$ cat src/rtl/uart_tx_arbiter.sv
// rtl/uart_tx_arbiter.sv - round-robin scheduler sharing one UART transmitter among four byte sources
//
// Ports:
//   clk, rst        system clock, synchronous active-high reset
//   req_valid[3:0]  per-requester byte-available flags
//   req_data[31:0]  requester i byte on bits [8i+7:8i]
//   req_ack[3:0]    one-cycle capture acknowledge to the granted requester
//   pause           blocks new grants; a frame in flight still completes
//   tx_data[7:0]    byte for the transmitter, stable for the whole frame
//   tx_ready        START_PULSE-cycle start pulse to the transmitter
//   grant_id[1:0]   requester currently or last served
//   busy            high while a frame is being timed (START or WAIT)
module uart_tx_arbiter #(
    parameter int CLK_FREQ    = 50_000_000,
    parameter int BAUD        = 115200,
    parameter int FRAME_BITS  = 10,
    parameter int GAP_CYCLES  = 2,
    parameter int START_PULSE = 2
) (
    input  logic        clk,
    input  logic        rst,
    input  logic [3:0]  req_valid,
    input  logic [31:0] req_data,
    output logic [3:0]  req_ack,
    input  logic        pause,
    output logic [7:0]  tx_data,
    output logic        tx_ready,
    output logic [1:0]  grant_id,
    output logic        busy
);

    localparam int BIT_CYCLES   = CLK_FREQ / BAUD;
    localparam int FRAME_CYCLES = BIT_CYCLES * FRAME_BITS + GAP_CYCLES;
    localparam int CNT_W        = (FRAME_CYCLES > 1) ? $clog2(FRAME_CYCLES) : 1;
    localparam logic [CNT_W-1:0] CNT_LAST   = CNT_W'(FRAME_CYCLES - 1);
    localparam logic [CNT_W-1:0] PULSE_LAST = CNT_W'(START_PULSE - 1);

    typedef enum logic [1:0] {
        IDLE,
        START,
        WAIT
    } state_t;

    state_t           state;
    logic [CNT_W-1:0] frame_cnt;
    logic [1:0]       rr_ptr;

    logic [1:0] winner;
    logic       found;
    logic [1:0] idx;

    // Search from rr_ptr upward; the 2-bit add supplies the 3->0 wrap.
    always_comb begin
        winner = '0;
        found  = 1'b0;
        idx    = '0;
        for (int i = 0; i < 4; i++) begin
            idx = rr_ptr + 2'(i);
            if (!found && req_valid[idx]) begin
                winner = idx;
                found  = 1'b1;
            end
        end
    end

    always_ff @(posedge clk) begin
        if (rst) begin
            state     <= IDLE;
            frame_cnt <= '0;
            rr_ptr    <= '0;
            req_ack   <= '0;
            tx_data   <= 8'h00;
            tx_ready  <= 1'b0;
            grant_id  <= '0;
            busy      <= 1'b0;
        end else begin
            req_ack <= '0;
            case (state)
                IDLE: begin
                    tx_ready <= 1'b0;
                    if (!pause && found) begin
                        tx_data   <= req_data[{winner, 3'b000} +: 8];
                        grant_id  <= winner;
                        req_ack   <= 4'b0001 << winner;
                        tx_ready  <= 1'b1;
                        busy      <= 1'b1;
                        frame_cnt <= '0;
                        state     <= START;
                    end
                end
                START, WAIT: begin
                    // The frame-end check wins so a pulse as long as the
                    // whole frame still returns straight to IDLE.
                    if (frame_cnt == CNT_LAST) begin
                        state    <= IDLE;
                        busy     <= 1'b0;
                        tx_ready <= 1'b0;
                        rr_ptr   <= grant_id + 2'd1;
                    end else begin
                        frame_cnt <= frame_cnt + CNT_W'(1);
                        if (state == START && frame_cnt == PULSE_LAST) begin
                            state    <= WAIT;
                            tx_ready <= 1'b0;
                        end
                    end
                end
                default: state <= IDLE;
            endcase
        end
    end

endmodule

$ cat config.mk
export PLATFORM = sky130hd
export DESIGN_NAME = uart_tx_arbiter
export DESIGN_NICKNAME = d
export VERILOG_FILES = /design/src/rtl/uart_tx_arbiter.sv
export SDC_FILE = /design/constraint.sdc
export NUM_CORES = 1
export LEC_CHECK = 0
export ABC_CLOCK_PERIOD_IN_PS = 1800
export BUFFER_PORTS_ARGS = -buffer_cell sky130_fd_sc_hd__buf_2
export CORE_MARGIN = 4
export CORE_UTILIZATION = 46
export CTS_CLUSTER_SIZE = 8
export DETAILED_ROUTE_END_ITERATION = 10
export GPL_TIMING_DRIVEN = 0
export PLACE_DENSITY = 0.76
export SLEW_MARGIN = 20
export SYNTH_ARGS = -nofsm -noshare
export SYNTH_HDL_FRONTEND = slang
export SYNTH_SLANG_ARGS = --single-unit
$ cat constraint.sdc
create_clock -name clk -period 1.8 [get_ports clk]
set_clock_uncertainty 0.1 [all_clocks]
set_input_delay 0.18 -clock clk [delete_from_list [all_inputs] [get_ports clk]]
set_output_delay 0.18 -clock clk [all_outputs]
set_load 0.05 [all_outputs]
==> metrics.txt <==
critical path launch point type flop; arrival time at the worst endpoint 1950 ps; Yosys reg bits 33; Congestion Overflow GR 0; Cells after Synth 203; Core Region 0.00369 sq mm; Die Y 70.2 um; Worst setup EP type flop; net load switching power 1.15 mW; max_slew headroom 0.696; First-pass DRT Iterations 4; crit-path cells or4_4 -> or4_4 -> nand2_4 -> or3_1 -> a21oi_1; HP Class in -> reg; Internal 1.63 mW; Cell Area, Synth 0.00178 sq mm; max_cap viols 0; Logic pwr share 0.480; row count 22; dpl cell area 0.00211 sq mm; post-place setup slack -217 ps; initial antenna violation count 0; reg2reg path depth 5; Starting Density 0.482; r2r startpoint frame_cnt[10]; WP depth 5; Routed WL per cell 13.4 um; share of the synthesized area in the top cell type 0.372; delay-heaviest family, CP simple AND/OR/NAND/NOR gates; Slew @ Worst Pin 454 ps; most used cell, CP or4_4; TritonCTS clock tree yes; Yosys cell types 44; syn nets 247; first-pass GRT wire length 7220 um; final slew viol count 0; final hold vios 0; Total Wirelength 4300 um; RSZ-0062 raised after global routing yes; worst hold start req_data[0]; WHS Endpoint tx_data[0]; vias per inst 5.18; final core occ 0.635; min Tclk post-route 1880 ps; maximum clock insertion buffer count 2; setup slack after layout -75.1 ps; initial drt markers 27; hold slack final 105 ps; synth top area cells dfxtp_1, mux2i_1, xnor2_1; fin cells 320; Reg clk slew, reported paths 60 ps; setup TNS -229 ps; period utilization 1.04; fraction of layout cells with a size suffix above 1 0.382; width of the die 70.2 um; Ys Warns 0; leading area contributor after synthesis dfxtp_1; R2R setup slack -80 ps; fmax 533 MHz; Max stage delay on crit path 570 ps; Avg Cell Area, Syn 8.76 sq um; n_diodes 0; Reg power frac 0.329; area grow syn2layout 31.7%; I/O pin count 55; Critical Path RT 1870 ps; critical path's slowest cell or4_4; pin count of the biggest net entering global routing 11; Num CTS Buffers 5; Static Leakage 0.995 nW; WS Path Type reg -> reg; final-stage net count 315; Bufs and invs on worst path 0; All-Layer GR Usage 0.180; vias in the first global route 1,625; die area 0.00492 sq mm; worst reg2reg path endpoint frame_cnt[1]; placed instance count 305; Seq/Total Area, Yosys 0.372; Root Buffer clkbuf_8; Clk network pwr share 0.190; VDD IR-drop max 705 uV; total power 2.78 mW; Vias 1,658; failing checks negative setup slack; GP Congestion 0.839; drt drc 0; post-route ant nets 0; final instance area 0.00234 sq mm; power per cell area 1190 mW/mm^2; Clk Latency, worst-skew pair 290 ps; crit-path max FO 3; clock sinks 33; # port buffers 54; status finished with violations; Switching Share 0.412; WHS Path Cells 3; HPWL after DPL 3040 um; final setup vio count 4; CTS H-tree depth 2
-- cells by family after synthesis --
group,after synthesis,share of synthesized area
and+or+nand+nor,83,0.234
DFF,33,0.372
AOI/OAI and AO/OA,30,0.129
buffers and inverters,20,0.0577
muxes,20,0.113
xor gates and xnor gates,12,0.0591
adders and majority gates,5,0.0352
-- synth_stat cells, drive strengths merged --
master   instances
a211oi           1
a21boi           1
a21o             1
a21oi            7
a221oi           2
a2bb2oi          1
a31oi            1
a32o             1
and3             2
and4             1
buf              9
clkbuf           2
dfxtp           33
ha               5
inv              9
mux2i           20
nand2           19
nand2b           4
nand3            6
nand4            3
nor2            25
nor2b            1
nor3            11
nor3b            2
nor4             1
nor4b            1
o21a             1
o21ai            3
o221ai           8
o22a             1
o22ai            1
o31ai            1
or2              2
or3              2
or4              3
xnor2           11
xor2             1
-- repair_timing --
action | 4_1_cts | 5_1_grt
endpoints found under the setup margin | 21 | 23
resized for setup | 12 | 16
cloned | 1 | 0
pin swaps | 8 | 6
setup buffers | 6 | 1
hold buffers | 0 | 0
-- worst register-to-register path: cells and delay by family, from the launching register on --
family	cells	cell delay, ps
flops	1	320
compound gates	1	50
simple gates	4	1290
-- worst max-delay path by stage --
stage             startpoint           end  slack (ps)
6_report       frame_cnt[10]  frame_cnt[1]         -80
5_1_grt        frame_cnt[10]  frame_cnt[1]        -130
4_1_cts        frame_cnt[10]  frame_cnt[0]         -80
3_5_place_dp    req_valid[0]    tx_data[2]        -220
3_3_place_gp    req_valid[0]    tx_data[2]        -210
2_1_floorplan   frame_cnt[9]  frame_cnt[6]           4
-- area by class of cell --
| type | count | area [sq um] |
|---|---|---|
| sequential | 33 | 668 |
| inverter | 9 | 33.8 |
| clock buffer | 6 | 72.6 |
| clock inverter | 2 | 10.0 |
| fill | 307 | 1350 |
| buffer | 10 | 75.1 |
| tap | 48 | 60.1 |
| timing repair buffer | 62 | 338 |
| multi-input combinational | 150 | 1080 |
-- power groups by stage --
stage / Clock [mW] / Sequential, mW / Combinational (mW)
floorplan: 0 / 1.16 / 0.548
global placement: 0 / 0.915 / 1.04
detailed placement: 0 / 0.920 / 1.04
CTS: 0.547 / 0.907 / 1.20
global route: 0.583 / 0.930 / 1.44
finish: 0.529 / 0.915 / 1.33
-- layout by cell type, fill, tap and decap left out, drive strengths merged, types with 3 or more instances in the layout --
| cell type | instances |
|---|---|
| buf | 71 |
| dfxtp | 33 |
| nor2 | 25 |
| mux2i | 20 |
| nand2 | 19 |
| nor3 | 11 |
| xnor2 | 11 |
| inv | 9 |
| o221ai | 8 |
| a21oi | 7 |
| clkbuf | 7 |
| nand3 | 6 |
| ha | 5 |
| nand2b | 4 |
| nand4 | 3 |
| or4 | 3 |
| o21ai | 3 |
-- flip-flops by register name, summed over array words and instances, names as in the netlist --
name / cells
tx_ready: 1
frame_cnt: 13
grant_id: 2
state: 2
busy: 1
tx_data: 8
req_ack: 4
rr_ptr: 2
-- layer usage --
metal | share of wire | track usage | routed length [um]
met2 | 0.47 | 0.301 | 2030
met4 | 0.025 | 0.0787 | 109
met5 | 0 | 0 | 0
met1 | 0.44 | 0.212 | 1900
met3 | 0.058 | 0.0518 | 248
(Power assumes the default switching activity.)
